--- src/rtl/mipspkg.sv ---
// Shared types for the MIPS-lite hazard/stall controller: register width,
// controller states and the per-stage scoreboard entry.
package mipspkg;

    localparam int REG_WIDTH          = 5;
    localparam int PIPE_DEPTH_DEFAULT = 3;

    typedef enum logic [1:0] {
        RUN    = 2'd0,
        DRAIN  = 2'd1,
        HALTED = 2'd2
    } hz_state_e;

    typedef struct packed {
        logic                 valid;
        logic                 wr;
        logic [REG_WIDTH-1:0] dest;
        logic                 halt;
    } sb_entry_t;

    localparam sb_entry_t SB_BUBBLE = '0;

    // True when an in-flight entry will write a register the decode instruction reads.
    function automatic logic entry_hits(
        input sb_entry_t            e,
        input logic [REG_WIDTH-1:0] src_a,
        input logic [REG_WIDTH-1:0] src_b,
        input logic                 uses_b
    );
        return e.valid && e.wr && (e.dest != '0) &&
               ((e.dest == src_a) || (uses_b && (e.dest == src_b)));
    endfunction

endpackage

--- src/rtl/hazard_scoreboard.sv ---
// Shift-register scoreboard of in-flight destinations (stage 1 = EX, stage
// PIPE_DEPTH = WB) with RAW comparators against the decode sources.
module hazard_scoreboard
    import mipspkg::*;
#(
    parameter int PIPE_DEPTH = PIPE_DEPTH_DEFAULT
) (
    input  logic                 clock,
    input  logic                 reset,
    input  logic                 i_load,
    input  sb_entry_t            i_entry,
    input  logic                 i_valid,
    input  logic [REG_WIDTH-1:0] i_src_a,
    input  logic [REG_WIDTH-1:0] i_src_b,
    input  logic                 i_uses_b,
    output logic                 o_raw_hit,
    output logic                 o_halt_at_wb,
    output logic                 o_pipe_empty
);

    sb_entry_t r_stage [1:PIPE_DEPTH];
    logic      w_hit;
    logic      w_any_valid;

    // NOTE: the stage array is a handful of flops, not a RAM, so it is reset
    // like any other state; a reset mid-stall must not leave stale hazards.
    always_ff @(posedge clock) begin
        if (reset) begin
            for (int s = 1; s <= PIPE_DEPTH; s++) begin
                r_stage[s] <= SB_BUBBLE;
            end
        end else begin
            // NOTE: non-blocking assignments let every stage see its
            // predecessor's old value, which is what makes this a shift.
            r_stage[1] <= i_load ? i_entry : SB_BUBBLE;
            for (int s = 2; s <= PIPE_DEPTH; s++) begin
                r_stage[s] <= r_stage[s-1];
            end
        end
    end

    // The WB stage is compared too: the register file cannot write then read in one cycle.
    always_comb begin
        // NOTE: defaults first so no path through the loop can infer a latch.
        w_hit       = 1'b0;
        w_any_valid = 1'b0;
        for (int s = 1; s <= PIPE_DEPTH; s++) begin
            w_hit       = w_hit | entry_hits(r_stage[s], i_src_a, i_src_b, i_uses_b);
            w_any_valid = w_any_valid | r_stage[s].valid;
        end
    end

    assign o_raw_hit    = i_valid & w_hit;
    assign o_halt_at_wb = r_stage[PIPE_DEPTH].valid & r_stage[PIPE_DEPTH].halt;
    assign o_pipe_empty = ~w_any_valid;

endmodule

--- src/rtl/hazard_stall_controller.sv ---
// Decode-stage stall/issue sequencer with HALT drain for the non-forwarding
// 5-stage pipeline. Optional stall statistics under STALL_STATS_EN.
module hazard_stall_controller
    import mipspkg::*;
#(
    parameter int PIPE_DEPTH = PIPE_DEPTH_DEFAULT
`ifdef STALL_STATS_EN
    ,
    parameter int CNT_W      = 32
`endif
) (
    input  logic                 clock,
    input  logic                 reset,
    input  logic                 id_valid,
    input  logic [REG_WIDTH-1:0] id_src_a,
    input  logic [REG_WIDTH-1:0] id_src_b,
    input  logic                 id_uses_b,
    input  logic [REG_WIDTH-1:0] id_dest,
    input  logic                 id_writes_reg,
    input  logic                 id_is_halt,
    output logic                 stall,
    output logic                 id_issue,
    output logic                 pipe_empty,
    output logic                 halt_detected
`ifdef STALL_STATS_EN
    ,
    output logic [CNT_W-1:0]     stall_cycles,
    output logic [CNT_W-1:0]     raw_events
`endif
);

    hz_state_e r_state;
    hz_state_e w_state_nxt;
    sb_entry_t w_entry;
    logic      w_raw_hit;
    logic      w_halt_at_wb;
    logic      w_sb_empty;
    logic      w_stall;
    logic      w_issue;
    logic      w_halt_det;

    // HALT enters the pipe as a non-writing, halt-tagged entry.
    assign w_entry = '{valid: 1'b1,
                       wr:    id_writes_reg & ~id_is_halt,
                       dest:  id_dest,
                       halt:  id_is_halt};

    hazard_scoreboard #(
        .PIPE_DEPTH (PIPE_DEPTH)
    ) u_scoreboard (
        .clock        (clock),
        .reset        (reset),
        .i_load       (id_issue),
        .i_entry      (w_entry),
        .i_valid      (id_valid),
        .i_src_a      (id_src_a),
        .i_src_b      (id_src_b),
        .i_uses_b     (id_uses_b),
        .o_raw_hit    (w_raw_hit),
        .o_halt_at_wb (w_halt_at_wb),
        .o_pipe_empty (w_sb_empty)
    );

    always_ff @(posedge clock) begin
        if (reset) begin
            r_state <= RUN;
        end else begin
            r_state <= w_state_nxt;
        end
    end

    always_comb begin
        w_state_nxt = r_state;
        w_stall     = 1'b0;
        w_issue     = 1'b0;
        w_halt_det  = 1'b0;
        unique case (r_state)
            RUN: begin
                w_stall = w_raw_hit;
                w_issue = id_valid & ~w_raw_hit;
                if (w_issue && id_is_halt) begin
                    w_state_nxt = DRAIN;
                end
            end
            DRAIN: begin
                w_stall = 1'b1;
                // WriteBack sees halt_detected in the same cycle HALT reaches it.
                if (w_halt_at_wb) begin
                    w_halt_det  = 1'b1;
                    w_state_nxt = HALTED;
                end
            end
            HALTED: begin
                w_stall    = 1'b1;
                w_halt_det = 1'b1;
            end
            default: begin
                w_state_nxt = RUN;
            end
        endcase
    end

    // Outputs are forced to their idle values while reset is held.
    assign stall         = w_stall & ~reset;
    assign id_issue      = w_issue & ~reset;
    assign halt_detected = w_halt_det & ~reset;
    assign pipe_empty    = w_sb_empty | reset;

`ifdef STALL_STATS_EN
    logic [CNT_W-1:0] r_stall_cycles;
    logic [CNT_W-1:0] r_raw_events;
    logic             r_raw_prev;
    logic             w_raw_stall;

    assign w_raw_stall = (r_state == RUN) & w_raw_hit & ~reset;

    always_ff @(posedge clock) begin
        if (reset) begin
            r_stall_cycles <= '0;
            r_raw_events   <= '0;
            r_raw_prev     <= 1'b0;
        end else begin
            if (stall && (r_stall_cycles != '1)) begin
                r_stall_cycles <= r_stall_cycles + CNT_W'(1);
            end
            if (w_raw_stall && !r_raw_prev && (r_raw_events != '1)) begin
                r_raw_events <= r_raw_events + CNT_W'(1);
            end
            r_raw_prev <= w_raw_stall;
        end
    end

    assign stall_cycles = r_stall_cycles;
    assign raw_events   = r_raw_events;
`endif

endmodule

--- config.mk ---
export PLATFORM = sky130hd
export DESIGN_NAME = hazard_stall_controller
export DESIGN_NICKNAME = d
export VERILOG_FILES = /design/src/rtl/mipspkg.sv /design/src/rtl/hazard_scoreboard.sv /design/src/rtl/hazard_stall_controller.sv
export SDC_FILE = /design/constraint.sdc
export NUM_CORES = 1
export LEC_CHECK = 0
export CORE_UTILIZATION = 52
export CTS_BUF_LIST = sky130_fd_sc_hd__clkbuf_8
export DETAILED_ROUTE_END_ITERATION = 8
export PLACE_DENSITY = 0.89
export SLEW_MARGIN = 20
export SYNTH_ARGS = -nofsm -noshare
export SYNTH_HDL_FRONTEND = slang
export SYNTH_SLANG_ARGS = --single-unit
--- constraint.sdc ---
create_clock -name clock -period 2.4 [get_ports clock]
set_input_delay 0.36 -clock clock [delete_from_list [all_inputs] [get_ports clock]]
set_output_delay 0.36 -clock clock [all_outputs]
set_load 0.005 [all_outputs]
==> impl_results.md, run 1 <==
* Run status: finished, final reports clean
* Drc violations at 0
* CP max stage delay at 0.36 ns
* CP max-delay cell: or3_1
* Total wire length at 2.93 mm
* Leak at 0.680 nW
* Tightest Pin Transition at 0.250 ns
* DP Wirelength at 2.13 mm
* IO Count at 25
* Cell with the most instances after synthesis: xnor2_1
* DR iter-0 viols at 39
* Top-area cell type share of the netlist area at 40.7%
* Crit start category: register
* Setup tns final at 0 ns
* Overflow after GRT at 0
* Fin. max-slew vios at 0
* Async S/R FF share, synth at 0%
* Final Wtd Congestion at 0.885
* Num rows at 17
* Largest net degree at the start of global routing at 16
* Slew headroom at 83.3%
* Largest cells by area after synthesis: dfxtp_1, xnor2_1, nor2b_1
* Worst-path fanout max at 3
* Crit-path cells: or3_1 -> o311a_1 -> a22oi_2 -> buf_4 -> a21oi_2 -> o21a_1 -> dlymetal6s2s_1
* ANT cells at 0
* CTS H-tree depth at 1
* Hold slack at 0.456 ns
* Port bufs at 24
* Layout Cells excl Fill at 197
* TritonCTS buffer count at 3
* CTS Buffer Depth at 2
* Syn_nets at 158
* Max-cap violations at 0
* Clock sinks at 26
* Worst-Skew Late Latency at 0.27 ns
* DP Worst Slack at -0.268 ns
* Fin crit period at 2.38 ns
* CP endpoint kind: output pin
* Mapped Cells at 133
* Max frequency at 0.421 GHz
* CTS tree: built
* Core ar. at 0.00225 mm²
* Hold crit path type: reg2reg
* Final Hold Viols at 0
* Setup CP Type: reg2out
* Tot Pwr at 0.977 mW
* Area leader, netlist: dfxtp_1
* CTS Root Cell: clkbuf_8
* Clk pin slew, worst setup/hold paths at 0.09 ns
* Cell Area, Placed at 0.00160 mm²
* Inst Count DP at 190
* Initial Util at 56.7%
* Mapped Area at 0.00128 mm²
* Min setup slack post-route at 0.0221 ns
* Antenna viol nets, final at 0
* Final setup fails at 0
* Area Overhead vs Synth at 32.2%
* Period utilization at 99.1%
* Syn_area_per_cell at 9.61 µm²
* Pre-antenna DRT Iters at 4
* Setup Skew at 0.00915 ns
* Die area at 0.00266 mm²
* GR Util All Layers at 24.1%
* Area of the multi-input gates at 747 µm²
* Synth Register Bits at 26
* Maximum vdd drop at 0.505 mV
* Synth top cells by count: xnor2_1, dfxtp_1, nor2b_1, nand2_1, and2_2
* Fin area at 0.00169 mm²
* CP required at 2.04 ns
* Routed vias/inst at 5.42
* Syn. warnings at 0
* Layout cells sized above 1 at 17.2%
* Critical Path AT at 2.02 ns
* Initial antenna violation count at 0
* Routed vias at 1067
* Final core occ at 75.0%
* Register area at 522 µm²
* Die W at 51.6 µm
* Post-synth top flop: dfxtp_1
* Vias in the first global route at 1076
* Drt wl/cell at 14.9 µm
* Global-route wire length before repair at 4.69 mm
* # fillers at 168
* Post-synth EDFFs at 0
* Seq/Total Area, Yosys at 40.7%
* Unique masters post-synth at 27
* Die Height at 51.6 µm
* Power per cell area at 578 mW/mm²
* Final nets at 195
registers in the layout, indices dropped and copies added (netlist names):
signal	count
u_scoreboard.r_stage	24
r_state	2
critical path: cells and delay by family, from the launching register on:
family | cells | cell delay (ns)
flops | 1 | 0.34
buf+inv | 2 | 0.30
compound gates | 4 | 0.75
simple gates | 1 | 0.36
area by class of cell:
class	instances	area share, %
tap	28	2.07
multi-input combinational	102	44.2
clock buffer	3	2.44
inverter	2	0.444
clock inverter	1	1.78
timing repair buffer	35	18.2
sequential	26	30.9
routing by layer:
metal  track usage, %  up-vias  part of all wire, %
met5                0        -                    0
li1                 -      513                    -
met2             45.7       55                   52
met4             9.46        0                  1.8
met3             3.80        8                  6.3
met1             26.4      491                   40
logic make-up (layout without fill, tap and decap cells):
logic type	after synthesis	after routing	synth area share (%)
simple gates	53	53	24.2
xor+xnor	30	30	20.5
flops	26	26	40.7
compound gates	14	14	7.83
buf+inv	5	41	2.06
fa+ha+maj	4	4	3.91
mux	1	1	0.783
final timing paths:
path                                                  start                           to  depth (start not counted)  slack (ns)
worst max-delay path            u_scoreboard.r_stage[0][25]                        stall                          7        0.02
worst min-delay path            u_scoreboard.r_stage[0][16]  u_scoreboard.r_stage[0][24]                          1        0.46
worst max register to register  u_scoreboard.r_stage[0][25]                   r_state[1]                          8        0.48
worst min register to register  u_scoreboard.r_stage[0][16]  u_scoreboard.r_stage[0][24]                          1        0.46
cell usage in the layout (no fill, tap or decap), types with 4 or more instances in the layout:
cell,netlist,layout
a21oi_1,5,4
and2_2,6,6
buf_4,0,11
clkdlybuf4s50_1,0,12
dfxtp_1,26,25
dlygate4sd2_1,0,10
ha_1,4,4
nand2_1,9,9
nand3_1,4,4
nor2b_1,17,17
xnor2_1,30,30
where the power goes:
part	switching [mW]	total, mW	internal, mW
clock	0.130	0.353	0.223
sequential	0.0170	0.465	0.447
combinational	0.0685	0.160	0.0914
what timing repair did:
action	4_1_cts	5_1_grt
resized for setup	14	4
hold buffers	0	0
cloned	0	0
setup endpoints to repair	2	2
hold endpoints to repair	0	0
pin swaps	4	1
buffers inserted	1	2
Power figures use the tool's default switching activity.
==> inputs of run 2 (changes only) <==
--- a/config.mk
+++ b/config.mk
@@ -5,10 +5,10 @@
 export SDC_FILE = /design/constraint.sdc
 export NUM_CORES = 1
 export LEC_CHECK = 0
-export CORE_UTILIZATION = 52
+export CORE_UTILIZATION = 30
 export CTS_BUF_LIST = sky130_fd_sc_hd__clkbuf_8
 export DETAILED_ROUTE_END_ITERATION = 8
-export PLACE_DENSITY = 0.89
+export PLACE_DENSITY = 0.6
 export SLEW_MARGIN = 20
 export SYNTH_ARGS = -nofsm -noshare
 export SYNTH_HDL_FRONTEND = slang
==> run 2 against run 1 <==
Register-to-register slack got worse by 0.02 ns. Fmax rose by 1.8%. Final area rose by 4.8%. Hold slack got worse by 0.0060 ns. Routed wire length rose by 4.1%. Sequential cell count did not move. Global-route usage fell by 9.1 points. Via count fell by 3.0%. Critical path type unchanged. Largest cell class unchanged. Highest routed layer unchanged.
==> impl_results.md, run 2 (synthesized netlist as in run 1, its figures left out) <==
* Biggest regs: u_scoreboard.r_stage (24), r_state (2)
* Die area at 0.00453 mm² (+70%)
* Final Hold Viols at 0 (unchanged)
* Largest net degree at the start of global routing at 16 (unchanged)
* Critical Path AT at 1.97 ns (-0.05 ns)
* Inst Count DP at 217 (+14%)
* Core ar. at 0.00406 mm² (+80%)
* Initial antenna violation count at 0 (unchanged)
* Largest register FFs at 24 (unchanged)
* Vias in the first global route at 1064 (-1.1%)
* Worst reg2reg endpoint: u_scoreboard.r_stage[0][14]
* Final nets at 199 (+2.1%)
* Num rows at 23 (+6)
* Die Height at 67.3 µm (+30%)
* Tightest Pin Transition at 0.322 ns (+0.0720 ns)
* Hold crit path type: reg2reg
* CTS Buffer Depth at 2 (unchanged)
* TritonCTS buffer count at 3 (unchanged)
* GR Util All Layers at 15.0% (-9.1 points)
* Die W at 67.3 µm (+30%)
* Reg2Reg Depth at 7 (-1)
* Overflow after GRT at 0 (unchanged)
* Fin crit period at 2.33 ns (-0.0432 ns)
* Pre-antenna DRT Iters at 4 (unchanged)
* Setup tns final at 0 ns (unchanged)
* Layout cells sized above 1 at 20.8% (+3.6 points)
* Final Wtd Congestion at 0.843 (-4.7%)
* Fin. max-slew vios at 0 (unchanged)
* Hold EP: u_scoreboard.r_stage[0][24]
* Initial Util at 31.5% (-25 points)
* CP required at 2.04 ns (about the same)
* Routed vias at 1035 (-3.0%)
* CTS tree: built
* Critical R2R Launch: u_scoreboard.r_stage[0][26]
* Worst-Skew Late Latency at 0.27 ns (about the same)
* Setup Skew at 0.00255 ns (-0.00660 ns)
* Slack of the worst reg-to-reg path at 0.46 ns (-0.02 ns)
* Most frequent cells in the layout: xnor2_1, dfxtp_1, clkdlybuf4s50_1
* Hold path depth at 1 (unchanged)
* Run status: finished, final reports clean
* Drc violations at 0 (unchanged)
* Unrepaired setup endpoints after global routing: false
* Slew headroom at 78.5% (-4.9 points)
* Maximum vdd drop at 0.301 mV (-40%)
* DP Worst Slack at -0.320 ns (-0.0526 ns)
* Final setup fails at 0 (unchanged)
* CTS H-tree depth at 1 (unchanged)
* Hold path start: u_scoreboard.r_stage[0][16]
* DR iter-0 viols at 37 (-5.1%)
* Leak at 0.688 nW (+1.1%)
* Max-cap violations at 0 (unchanged)
* Clock sinks at 26 (unchanged)
* Area Overhead vs Synth at 38.6%
* ANT cells at 0 (unchanged)
* Most common cell after layout, fill and taps aside: xnor2_1
* Most flops, register: u_scoreboard.r_stage
* Final core occ at 43.7% (-31 points)
* Total wire length at 3.05 mm (+4.1%)
* Global-route wire length before repair at 5.00 mm (+6.6%)
* Cts hold-fix bufs at 0 (unchanged)
* Min setup slack post-route at 0.0652 ns (+0.0432 ns)
* Port bufs at 24 (unchanged)
* Crit start category: register
* Routed vias/inst at 4.64 (-14%)
* Worst-path fanout max at 3 (unchanged)
* Power per cell area at 568 mW/mm² (-1.8%)
* Layout Cells excl Fill at 223 (+13%)
* Setup CP Type: reg2out
* CP endpoint kind: output pin
* Antenna viol nets, final at 0 (unchanged)
* DP Wirelength at 2.38 mm (+12%)
* CTS Root Cell: clkbuf_8
* Max frequency at 0.428 GHz (+1.8%)
* Drt wl/cell at 13.7 µm (-8.0%)
* Clk pin slew, worst setup/hold paths at 0.09 ns (about the same)
* Period utilization at 97.3% (-1.8 points)
* IO Count at 25 (unchanged)
## run 2: changes by cell type in the layout (fill, tap and decap cells not counted), sizes merged
cell	before	now
dlygate4sd2	10	3
buf	11	16
clkdlybuf4s50	12	18
## run 2: area by class of cell
cell class / count / area, µm²
Clock inverter: 1 / 30.0
Fill cell: 398 / 2290
Timing Repair Buffer: 39 / 348
Sequential cell: 26 / 522
Inverter: 2 / 7.51
Multi-Input combinational cell: 102 / 761
Clock buffer: 3 / 41.3
Tap cell: 50 / 62.6
## run 2: layer usage
| metal | GRT usage, % | routed length (µm) | up-vias |
|---|---|---|---|
| li1 | - | - | 521 |
| met1 | 19.0 | 1440 | 489 |
| met2 | 25.3 | 1460 | 23 |
| met3 | 2.87 | 130 | 2 |
| met4 | 4.79 | 18 | 0 |
| met5 | 0 | 0 | - |
## run 2: stage by stage
| step | area [µm²] | total power, mW | hold slack [ns] |
|---|---|---|---|
| finish | 1770 | 1.01 | 0.450 |
| global route | 1770 | 1.05 | 0.464 |
| CTS | 1760 | 1.01 | 0.452 |
| detailed placement | 1660 | 0.642 | 0.429 |
| global placement | 1660 | 0.640 | 0.426 |
| floorplan | 1280 | 0.560 | 0.414 |
## run 2: worst max-delay path by stage
| stage | start | to |
|---|---|---|
| 2_1_floorplan | u_scoreboard.r_stage[0][26] | id_issue |
| 3_3_place_gp | id_src_a[4] | stall |
| 3_5_place_dp | id_src_a[4] | stall |
| 4_1_cts | u_scoreboard.r_stage[0][26] | stall |
| 5_1_grt | u_scoreboard.r_stage[0][26] | id_issue |
| 6_report | u_scoreboard.r_stage[0][26] | id_issue |
## run 2: repair_timing
action / in CTS / in global routing
pin swaps: 5 / 3
gates resized for setup: 14 / 4
setup endpoints to repair: 2 / 2
buffers inserted: 1 / 1
## run 2: report_power, final
part,leakage [nW],total [mW],switching (mW),internal (mW)
combinational,0.440,0.173,0.0718,0.101
sequential,0.212,0.463,0.0156,0.448
clock,0.0357,0.369,0.146,0.223
## run 2: critical path, stage by stage (launching register included)
cell and delay, ns:
dfxtp_2 0.33, or3_4 0.37, o311a_1 0.31, a22oi_2 0.24
buf_4 0.16, and3_4 0.19, buf_6 0.09
==> patch (flow settings as in run 2) <==
Change the package constant `REG_WIDTH` from 5 to 10.
--- a/src/rtl/mipspkg.sv
+++ b/src/rtl/mipspkg.sv
@@ -3,5 +3,5 @@
 package mipspkg;
 
-    localparam int REG_WIDTH          = 5;
+    localparam int REG_WIDTH          = 10;
     localparam int PIPE_DEPTH_DEFAULT = 3;
 
Interface: changed (resized id_dest, id_src_a and id_src_b); port bits go from 25 to 40. The function was not compared with the original's and may differ.
==> patch against run 2 <==
The flow now finishes with violations (DRC, setup timing). Setup slack lost 0.14 ns. Wire length grew 67%. Global-route usage grew 0.17 points. Sequential cell count grew 15. Cell area grew 72%. Total power grew 47%. Synthesized area grew 59%. Non-clock buffer count grew 37. Largest cell class unchanged. Largest power group unchanged.
==> patch: results (changes against run 2) <==
Setup TNS: -0.0708 ns (-0.0708 ns)
Rel. slew slack: 79.4% (+0.95 points)
CTS H-tree lvls: 2 (+1)
CTS buffer count: 5 (+2)
Resize count post-CTS: 90 (+76)
Internal reg-to-reg setup slack: 0.36 ns (-0.10 ns)
Crit Reg-Reg Endpoint: u_scoreboard.r_stage[0][24]
Initial antenna violation count: 0 (unchanged)
Routed wl met3: 189 um (+45%)
Hold_ws: 0.444 ns (-0.00652 ns)
Clk_lat worst skew: 0.29 ns (+0.02 ns)
Switching Share: 25.4% (+2.2 points)
Final Skew: 0.00474 ns (+0.00218 ns)
Met3 track demand over resource: 2.65% (-0.22 points)
Hold Crit Class: reg -> reg
Count of final setup violators: 1 (+1)
Sequential-to-total area share from yosys stat: 40.3% (-0.41 points)
Grt met2 use: 26.5% (+1.3 points)
Met2 WL: 2480 um (+70%)
Number of global-route vias before repair: 1802 (+69%)
Leakage: 1.23 nW (+79%)
Register-to-Register Path Depth: 8 (+1)
Vias: 1686 (+63%)
Beginning of the critical path: id_src_a[5]
Area contributors post-synth: dfxtp_1 (40%), xnor2_1 (21%), nor2b_1 (8.0%)
Total Routed Length: 5110 um (+67%)
Placement Setup Slack: -0.780 ns (-0.460 ns)
Status: finished, violations left
Post-CTS Setup Inserts: 5 (+4)
Top post-synthesis cells by count: xnor2_1 (48), dfxtp_1 (41), nor2b_1 (26), inv_1 (16)
Setup crit end: stall
Dpl hpwl: 3970 um (+67%)
Detailed Route Iter0 Violations: 50 (+35%)
GR Util met1: 18.5% (-0.48 points)
WP data arrival: 2.11 ns (+0.14 ns)
Drt drc: 4 (+4)
First-pass GRT wire length: 8290 um (+66%)
Top flop regs: u_scoreboard.r_stage: 39 flops, r_state: 2 flops
R2r startpoint: u_scoreboard.r_stage[0][19]
Hold wc startpoint: u_scoreboard.r_stage[0][13]
Worst Hold Path EP: u_scoreboard.r_stage[0][26]
IO buf count: 39 (+63%)
Dominant synthesized flop cell: dfxtp_1
Share of layout cells above drive strength 1: 34.2% (+13 points)
Crit path setup slack, layout: -0.0708 ns (-0.136 ns)
Largest net degree at the start of global routing: 30 (+14)
Total global-route track usage: 15.1% (+0.17 points)
Unique masters post-synth: 26 (-3.7%)
Violated checks: DRC, setup timing
Nets: 338 (+70%)
Placer Congestion: 0.848 (+0.57%)
Clk pin slew, worst setup/hold paths: 0.07 ns (-0.02 ns)
Post-Syn Nets: 260 (+65%)
Peak VDD IR: 0.000181 V (-40%)
First-pass DRT Iterations: 6 (+2)
M1 WL: 2340 um (+63%)
## patch: cell types whose count changed after synthesis, moves of 10 or more
cell,change
xnor2_1,+18
nor2_1,+10
nor4_1,+11
dfxtp_1,+15
xor2_1,+12
inv_1,+14
## patch: final cells by class
type | count | area, um^2
flip-flops and latches | 41 | 858
clock buffers | 6 | 82.6
repair buffers | 76 | 654
multi-input cells | 158 | 1300
well taps | 77 | 96.3
fillers | 616 | 3410
inverters | 16 | 60.1
clock inverters | 1 | 3.75
## patch: cells by family (layout without fill, tap and decap cells)
logic type / Yosys count / after routing / synth area share, %
DFF: 41 / 41 / 40.3
muxes: 1 / 1 / 0.491
AOI/OAI and AO/OA: 9 / 9 / 3.44
adders and majority gates: 4 / 4 / 2.46
and+or+nand+nor: 84 / 84 / 23.2
xor gates and xnor gates: 60 / 60 / 25.8
buffers and inverters: 21 / 99 / 4.30
## patch: worst max-delay path, cell delays in order
cell	delay (ns)
clkdlybuf4s15_2	0.26
xnor2_2	0.20
nand4_1	0.15
nor4_2	0.25
buf_4	0.15
o2111ai_2	0.10
nand2_2	0.11
buf_6	0.11
nor3_2	0.03
nor4_1	0.23
buf_2	0.16
## patch: through the flow
stage                     instances  utilization [%]  area, um^2  power (mW)
after detailed placement        363             42.4        2740        1.03
after CTS                       375             46.6        3010        1.49
after floorplan                 220                -        2040       0.881
after global placement          363             42.4        2740        1.03
after global routing            375             47.2        3050        1.55
final                           375             47.2        3050        1.48
## patch: power groups by stage
| stage | Clock [mW] | Combinational, mW | Sequential [mW] |
|---|---|---|---|
| floorplan | 0 | 0.140 | 0.741 |
| global placement | 0 | 0.289 | 0.745 |
| detailed placement | 0 | 0.289 | 0.746 |
| CTS | 0.453 | 0.300 | 0.733 |
| global route | 0.479 | 0.330 | 0.737 |
| finish | 0.438 | 0.305 | 0.734 |
